File: src/rtl/alu_sign_restore_pkg.sv
// Shared types and helpers for the divider result sign-restore pipeline.
// Operand encoding, stage-1 payload layout and the small selection helpers live here.
package alu_sign_restore_pkg;

  localparam int BITS_W = 64;
  localparam int HALF_W = 32;

  localparam logic [BITS_W-1:0] ALL_ONES = {BITS_W{1'b1}};

  typedef struct packed {
    logic is_rem;
    logic is_signed;
    logic is_word;
  } div_op_t;

  typedef struct packed {
    logic [BITS_W-1:0] mag;
    logic              neg;
    logic              is_word;
    logic              is_rem;
    logic              div_zero;
    logic [BITS_W-1:0] dividend;
  } s1_payload_t;

  // Unsigned ops never negate; otherwise pick the flag matching result kind and width.
  function automatic logic select_neg(
    input div_op_t op,
    input logic    sign_q,
    input logic    sign_r,
    input logic    sign_qw,
    input logic    sign_rw
  );
    if (!op.is_signed) begin
      return 1'b0;
    end
    if (op.is_word) begin
      return op.is_rem ? sign_rw : sign_qw;
    end
    return op.is_rem ? sign_r : sign_q;
  endfunction

  function automatic logic [BITS_W-1:0] sext_word(input logic [HALF_W-1:0] v);
    return {{(BITS_W-HALF_W){v[HALF_W-1]}}, v};
  endfunction

endpackage

File: src/rtl/alu_sign_restore_sign_fix.sv
// Combinational sign restore: two's-complement negate of a magnitude, with the
// word form negating only the low half and sign-extending from bit 31.
module sign_fix_unit
  import alu_sign_restore_pkg::*;
(
  input  logic [BITS_W-1:0] mag,
  input  logic              neg,
  input  logic              is_word,
  output logic [BITS_W-1:0] result
);

  logic [BITS_W-1:0] full_neg;
  logic [HALF_W-1:0] r32;
  logic [BITS_W-1:0] word_ext;

  // MIN magnitude negates to itself, which is exactly the overflow result.
  assign full_neg = ~mag + {{(BITS_W-1){1'b0}}, 1'b1};
  assign r32      = neg ? (~mag[HALF_W-1:0] + {{(HALF_W-1){1'b0}}, 1'b1})
                        : mag[HALF_W-1:0];

  assign word_ext[HALF_W-1:0] = r32;

  genvar gi;
  generate
    for (gi = HALF_W; gi < BITS_W; gi = gi + 1) begin : g_sext
      assign word_ext[gi] = r32[HALF_W-1];
    end
  endgenerate

  assign result = is_word ? word_ext : (neg ? full_neg : mag);

endmodule

File: src/rtl/alu_sign_restore.sv
// Two-stage valid/ready pipeline restoring signed DIV/REM results (incl. W forms)
// from unsigned divider magnitudes, with the divide-by-zero override in stage 2.
module alu_sign_restore
  import alu_sign_restore_pkg::*;
(
  input  logic              clk,
  input  logic              reset,
  input  logic              in_valid,
  output logic              in_ready,
  input  div_op_t           in_op,
  input  logic [BITS_W-1:0] in_quot,
  input  logic [BITS_W-1:0] in_rem,
  input  logic              in_sign_q,
  input  logic              in_sign_r,
  input  logic              in_sign_qw,
  input  logic              in_sign_rw,
  input  logic              in_div_zero,
  input  logic [BITS_W-1:0] in_dividend,
  output logic              out_valid,
  input  logic              out_ready,
  output logic [BITS_W-1:0] out_result
);

  s1_payload_t       s1_payload_reg;
  s1_payload_t       s1_payload_next;
  logic              s1_valid_reg;
  logic              s2_valid_reg;
  logic [BITS_W-1:0] s2_result_reg;
  logic [BITS_W-1:0] s2_result_next;
  logic [BITS_W-1:0] fix_result;
  logic              s1_adv;
  logic              s2_adv;

  // Ready is derived only from downstream occupancy, never from in_valid.
  assign s2_adv   = !s2_valid_reg || out_ready;
  assign s1_adv   = !s1_valid_reg || s2_adv;
  assign in_ready = s1_adv;

  always_comb begin
    s1_payload_next          = '0;
    s1_payload_next.mag      = in_op.is_rem ? in_rem : in_quot;
    s1_payload_next.neg      = select_neg(in_op, in_sign_q, in_sign_r, in_sign_qw, in_sign_rw);
    s1_payload_next.is_word  = in_op.is_word;
    s1_payload_next.is_rem   = in_op.is_rem;
    s1_payload_next.div_zero = in_div_zero;
    s1_payload_next.dividend = in_dividend;
  end

  always_ff @(posedge clk or posedge reset) begin
    if (reset) begin
      s1_valid_reg   <= 1'b0;
      s1_payload_reg <= '0;
    end else if (s1_adv) begin
      s1_valid_reg <= in_valid;
      if (in_valid) begin
        s1_payload_reg <= s1_payload_next;
      end
    end
  end

  sign_fix_unit u_sign_fix (
    .mag     (s1_payload_reg.mag),
    .neg     (s1_payload_reg.neg),
    .is_word (s1_payload_reg.is_word),
    .result  (fix_result)
  );

  // Divide-by-zero wins over any sign flag, signed or not.
  always_comb begin
    s2_result_next = fix_result;
    if (s1_payload_reg.div_zero) begin
      if (!s1_payload_reg.is_rem) begin
        s2_result_next = ALL_ONES;
      end else if (s1_payload_reg.is_word) begin
        s2_result_next = sext_word(s1_payload_reg.dividend[HALF_W-1:0]);
      end else begin
        s2_result_next = s1_payload_reg.dividend;
      end
    end
  end

  always_ff @(posedge clk or posedge reset) begin
    if (reset) begin
      s2_valid_reg  <= 1'b0;
      s2_result_reg <= '0;
    end else if (s2_adv) begin
      s2_valid_reg <= s1_valid_reg;
      if (s1_valid_reg) begin
        s2_result_reg <= s2_result_next;
      end
    end
  end

  assign out_valid  = s2_valid_reg;
  assign out_result = s2_result_reg;

endmodule
File: config.mk
export PLATFORM = sky130hd
export DESIGN_NAME = alu_sign_restore
export DESIGN_NICKNAME = d
export VERILOG_FILES = /design/src/rtl/alu_sign_restore_pkg.sv /design/src/rtl/alu_sign_restore_sign_fix.sv /design/src/rtl/alu_sign_restore.sv
export SDC_FILE = /design/constraint.sdc
export NUM_CORES = 1
export LEC_CHECK = 0
export BUFFER_PORTS_ARGS = -buffer_cell sky130_fd_sc_hd__buf_4
export CAP_MARGIN = 15
export CORE_AREA = 5 5 187 235
export CTS_BUF_LIST = sky130_fd_sc_hd__clkbuf_8
export DETAILED_ROUTE_END_ITERATION = 12
export DIE_AREA = 0 0 192 240
export SYNTH_ARGS = -nofsm -noshare
export SYNTH_HDL_FRONTEND = slang
export SYNTH_SLANG_ARGS = --single-unit
File: constraint.sdc
create_clock -name clk -period 6.4 [get_ports clk]
set_input_delay 0.32 -clock clk [delete_from_list [all_inputs] [get_ports clk]]
set_output_delay 0.32 -clock clk [all_outputs]
set_load 0.02 [all_outputs]
==> flow_summary.json, run 1 <==
{
  "grt-ovfl-total": 0,
  "n_antenna_cell": 0,
  "finish.utilization_pct": 32.8,
  "synth_top_area_share_pct": 48.5,
  "grt_max_degree": 126,
  "detail-route-antenna-nets": 0,
  "ctsHoldBuffers": 44,
  "place_congestion": 0.803,
  "synthMuxAreaShare_pct": 14.3,
  "worst_pin_slew_ns": 1.13,
  "max_stage_delay_ns": 0.59,
  "critPathLaunchType": "flip-flop",
  "dp_slack_ns": 3.17,
  "synth_edf_count": 0,
  "syn_to_final_growth_pct": 33.0,
  "worstSetupStartpoint": "s1_payload_reg[76]",
  "htreeDepth": 4,
  "cts_repair_resize_count": 0,
  "grt_setup_unrepaired": "false",
  "synth_area_leaders": "dfrtp_1 (48%), mux2_2 (7.6%), o21ai_0 (6.7%), mux2i_1 (6.5%), nand2_1 (5.5%)",
  "finalWorstSetupSlack_ns": 3.16,
  "fillers": 4304,
  "clk_pin_slew_ns": 0.11,
  "p_sw_uw": 1400,
  "p_sw_share_pct": 37.0,
  "synth_fa_ha_area_share_pct": 0.122,
  "cp.arrival_ns": 3.62,
  "synth-main-ff-cell": "dfrtp_1",
  "max-cap-violations": 0,
  "grt_antenna_before_repair": 1,
  "wl_um": 33300,
  "avgViaCountPerCell": 4.64,
  "crit_buf_inv": 0,
  "clockRootBuffer": "clkbuf_8",
  "synthXorXnorAreaFrac_pct": 4.97,
  "fin_skew_ns": 0.0264,
  "powerDensity_nw_per_um2": 279,
  "cts_buffers": 17,
  "synthSimpleGateAreaFrac_pct": 12.4,
  "power_leakage_uw": 0.00585,
  "crit_family": "simple AND/OR/NAND/NOR gates",
  "synth_top_family_by_area": "compound AO/OA/AOI/OAI gates",
  "synth_cell_type_count": 58,
  "crit_path_end_kind": "flip-flop",
  "hp-class": "primary input to asynchronous set/reset pin",
  "p_comb_share_pct": 32.9,
  "cts_tree": "built",
  "status": "finished clean",
  "cts.sinks": 198,
  "worstSetupPathType": "flip-flop to flip-flop",
  "multi_input_area_um2": 4980,
  "design_area_um2": 13600,
  "num_rows": 84,
  "drc": 0,
  "syn-num-nets": 1206,
  "regArea_um2": 4960,
  "start_util_pct": 24.6,
  "die-area_um2": 46100,
  "placed_area_um2": 12800,
  "cts_setup_buffers": 0,
  "largest_reg_flops": 132,
  "ir_drop_uv": 138,
  "die_w_um": 192,
  "seqPwrFrac_pct": 45.0,
  "async_flop_share_pct": 100,
  "clkPwrFrac_pct": 22.1,
  "track_usage_pct": 14.4,
  "hold_viol": 0,
  "setup_viol": 0,
  "core_um2": 41500,
  "numPortBuffers": 269,
  "slew_violations": 0,
  "fin_nets": 1475,
  "grt_pass1_wl_um": 50800,
  "cp_slowest_cell": "or4_4",
  "route.vias.total": 8546,
  "period_needed_ns": 3.24,
  "yosysSeqAreaShare_pct": 48.5,
  "fmax_ghz": 0.308,
  "drive_gt1_share_pct": 32.5,
  "syn_avg_cell_area_um2": 10.2,
  "path_cells": "or4_4, nor4_4, nand4_4, nor4_1, mux2_2, a221oi_1, a31oi_1",
  "rr_startpoint": "s1_payload_reg[76]",
  "syn_area_um2": 10200,
  "wl_per_cell_um": 18.1,
  "clk_latency_ns": 0.51,
  "fin_setup_tns_ns": 0,
  "dr.pass1.iters": 6,
  "io_pins": 270,
  "critPathRequiredTime_ns": 6.78,
  "clockBufferDepth": 2,
  "synth-compound-area-share_pct": 16.8,
  "grt_pass1_vias": 8762,
  "cp_max_fo": 19,
  "die_y_um": 240,
  "relSlewSlack_pct": 23.8,
  "period_share_pct": 50.7,
  "synthCells": 1001,
  "p_int_uw": 2390,
  "yosys_warnings": 0,
  "drt_iter0_markers": 554,
  "ys_ff_latch": 198,
  "synth_top_cell_by_area": "dfrtp_1",
  "dp_hpwl_um": 24800
}
-- synthesized netlist by cell type (5+ instances only) --
master      n
a21oi_1    36
a22o_1      8
buf_1      14
clkbuf_1   53
dfrtp_1   198
mux2_2     69
mux2i_1    66
nand2_1   151
nand2b_1    7
nand3_1     7
nand3b_1   17
nand4_1     5
nor2_1     26
nor3_1      7
o211ai_1    9
o21ai_0   137
o221a_2    10
o22ai_1    19
o311ai_0    5
o31ai_1    15
o41ai_1    10
or2_2       6
or3_1       9
or4_1       8
xnor2_1    40
xor2_1     18
-- power groups by stage --
| stage | clock network (uW) | registers (uW) | logic, uW |
|---|---|---|---|
| floorplan | 0 | 1820 | 593 |
| global route | 918 | 1740 | 1370 |
| global placement | 0 | 1730 | 1230 |
| finish | 837 | 1710 | 1250 |
| CTS | 877 | 1710 | 1280 |
| detailed placement | 0 | 1730 | 1250 |
-- layout by cell type (no fill, tap or decap), types with 5 or more instances in the layout --
cell type / n
a21oi_1: 36
clkbuf_8: 17
o311ai_0: 5
o221a_2: 10
nand2_1: 149
or4_1: 8
xnor2_1: 40
nand2b_1: 7
nor2_1: 26
xor2_1: 18
buf_4: 279
mux2i_1: 66
nor3_1: 6
o22ai_1: 19
nand3b_1: 17
mux2_2: 69
or2_2: 6
or3_1: 9
o31ai_1: 15
dfrtp_1: 196
nand3_1: 7
o21ai_0: 137
o41ai_1: 10
o211ai_1: 9
a22o_1: 8
nand4_1: 5
dlygate4sd3_1: 44
-- cell families after synthesis --
family,count (synthesis)
mux,136
xor+xnor,58
flops,198
buf+inv,78
simple gates,259
fa+ha+maj,1
compound gates,271
-- cell type report --
cell class | count | share of cell area (%)
Clock buffer | 17 | 1.72
Clock inverter | 15 | 1.24
Inverter | 5 | 0.193
Multi-Input combinational cell | 725 | 36.6
Sequential cell | 198 | 36.4
Tap cell | 559 | 5.14
Timing Repair Buffer | 323 | 18.6
-- through the flow --
stage	power (uW)	hold slack, ns	cells
2_1_floorplan	2410	0.428	1001
3_3_place_gp	2960	0.465	1766
3_5_place_dp	2980	0.472	1766
4_1_cts	3860	0.0000553	1842
5_1_grt	4030	0.00743	1842
6_report	3790	0.00151	1842
-- worst reg2reg max path: cells and delay by family, from the launching register on --
kind,cells,cell delay [ns]
AO/OA/AOI/OAI,2,0.38
AND/OR/NAND/NOR,4,1.92
flip-flops,1,0.46
multiplexers,1,0.37
-- per-layer routing --
layer / share of wire, % / global-route usage [%]
met5: 0.039 / 0
met4: 1.9 / 3.65
met3: 5.8 / 3.60
met2: 53 / 26.2
met1: 40 / 16.8
-- worst paths after layout --
path,to,depth (start not counted),slack [ns]
max in group asynchronous,s1_payload_reg[64],3,4.86
min reg2reg,out_result[20],2,0.49
max,out_result[61],7,3.16
min,s1_payload_reg[117],2,0.002
min in group clk,s1_payload_reg[1],2,0.05
max reg2reg,out_result[61],7,3.16
(Power assumes the default switching activity.)
==> run 2: changes to the inputs <==
clock period = 3.25 ns   (was 6.4 ns; I/O delays follow)
==> flow_summary.json, run 2 (synthesis gave the netlist of run 1 again) <==
{
  "multi_input_area_um2": 4980,
  "cts.sinks": 198,
  "cts_buffers": 17,
  "hold_viol": 0,
  "avgViaCountPerCell": 4.65,
  "path_cells": "or4_4, nor4_4, buf_4, nand4_4, mux2i_1, nor3_2, nand2_1, o31a_1",
  "detail-route-antenna-nets": 0,
  "numPortBuffers": 269,
  "relSlewSlack_pct": 52.9,
  "cts_tree": "built",
  "max_stage_delay_ns": 0.59,
  "core_um2": 41500,
  "cp_max_fo": 14,
  "clk_pin_slew_ns": 0.10,
  "die-area_um2": 46100,
  "drc": 0,
  "design_area_um2": 14900,
  "cp_slowest_cell": "or4_4",
  "r2r_end": "out_result[58]",
  "ir_drop_uv": 264,
  "reg2reg_depth": 8,
  "cp_num_cells": 8,
  "grt-ovfl-total": 0,
  "clk_latency_ns": 0.51,
  "wl_per_cell_um": 18.2,
  "status": "finished clean",
  "min_from": "in_quot[40]",
  "grt_max_degree": 99,
  "crit_buf_inv": 1,
  "regArea_um2": 4960,
  "dp_slack_ns": 0.104,
  "slew_violations": 0,
  "wl_um": 35900,
  "crit_family": "simple AND/OR/NAND/NOR gates",
  "cp.arrival_ns": 3.44,
  "worstSetupPathType": "flip-flop to flip-flop",
  "max-cap-violations": 0,
  "largest_reg_flops": 132,
  "grt_setup_unrepaired": "false",
  "n_antenna_cell": 0,
  "hp-class": "primary input to flip-flop",
  "track_usage_pct": 15.4,
  "worst_pin_slew_ns": 0.704,
  "powerDensity_nw_per_um2": 517,
  "regToRegSetupSlack_ns": 0.20,
  "clockBufferDepth": 2,
  "fin_setup_tns_ns": 0,
  "cts_repair_resize_count": 0,
  "period_needed_ns": 3.05,
  "start_util_pct": 24.6,
  "finalWorstSetupSlack_ns": 0.202,
  "p_total_uw": 7720,
  "final_cell_mix": "buf_4 (295), dfrtp_1 (196), dlygate4sd3_1 (153)",
  "die_y_um": 240,
  "min_delay_worst_endpoint": "s1_payload_reg[108]",
  "rr_startpoint": "s1_payload_reg[73]",
  "htreeDepth": 4,
  "syn_to_final_growth_pct": 46.1,
  "worstHoldPathCells": 3,
  "fin_nets": 1606,
  "final_common_cell": "buf_4",
  "power_leakage_uw": 0.00645,
  "drive_gt1_share_pct": 30.9,
  "clockRootBuffer": "clkbuf_8",
  "place_congestion": 0.870,
  "grt_pass1_wl_um": 54600,
  "setup_viol": 0,
  "crit_path_end_kind": "flip-flop",
  "grt_antenna_before_repair": 0,
  "placed_area_um2": 13000,
  "io_pins": 270,
  "critPathLaunchType": "flip-flop",
  "critPathRequiredTime_ns": 3.64,
  "fmax_ghz": 0.328,
  "die_w_um": 192,
  "num_rows": 84,
  "fillers": 4171,
  "drt_iter0_markers": 366,
  "grt_pass1_vias": 9604,
  "dr.pass1.iters": 6,
  "dp_hpwl_um": 26200,
  "period_share_pct": 93.8,
  "fin_skew_ns": 0.0248,
  "route.vias.total": 9177
}
-- run 2: cell types whose count changed in the layout (fill, tap and decap cells not counted), sizes merged, moves of 2 or more --
cell         change
buf             +22
bufinv           +2
inv              -3
dlygate4sd3    +109
-- run 2: per-stage QoR --
stage	cells	hold slack, ns	utilization (%)
floorplan	1001	0.271	-
global placement	1785	0.156	31.2
detailed placement	1785	0.154	31.2
CTS	1970	0.000539	35.9
global route	1973	0.00323	36.0
finish	1973	0.0184	36.0
-- run 2: area by class of cell --
type | count | area share, %
flip-flops and latches | 198 | 33.2
multi-input cells | 725 | 33.4
inverters | 5 | 0.151
clock inverters | 14 | 1.06
well taps | 559 | 4.68
repair buffers | 454 | 25.9
clock buffers | 18 | 1.66
-- run 2: timing repair --
item / CTS / global route
endpoints found under the hold margin: 183 / 0
hold buffers: 153 / 0
setup buffers: 0 / 3
setup endpoints to repair: 0 / 15
-- run 2: how the worst max path moves through the flow --
stage	to	slack [ns]	from
final	out_result[58]	0.20	s1_payload_reg[73]
after global routing	out_result[58]	0.08	s1_payload_reg[85]
after CTS	out_result[58]	0.08	s1_payload_reg[76]
after detailed placement	out_result[58]	0.10	s1_payload_reg[76]
after global placement	out_result[58]	0.17	s1_payload_reg[76]
after floorplan	out_result[48]	0.20	s1_payload_reg[76]
-- run 2: metal layers --
metal | routed length [um] | track usage, % | up-vias
met5 | 0 | 0 | -
met4 | 966 | 5.19 | 0
met3 | 1670 | 3.18 | 48
met2 | 19100 | 28.4 | 238
met1 | 14200 | 17.7 | 4487
li1 | - | - | 4404
-- run 2: power breakdown --
group / internal (uW) / switching, uW
combinational: 1260 / 1390
sequential: 2940 / 431
clock: 774 / 916
total: 4980 / 2730
-- run 2: worst min-delay path, cell delays in order --
cell	delay, ns
buf_4	0.07
mux2i_1	0.08
o21ai_0	0.15
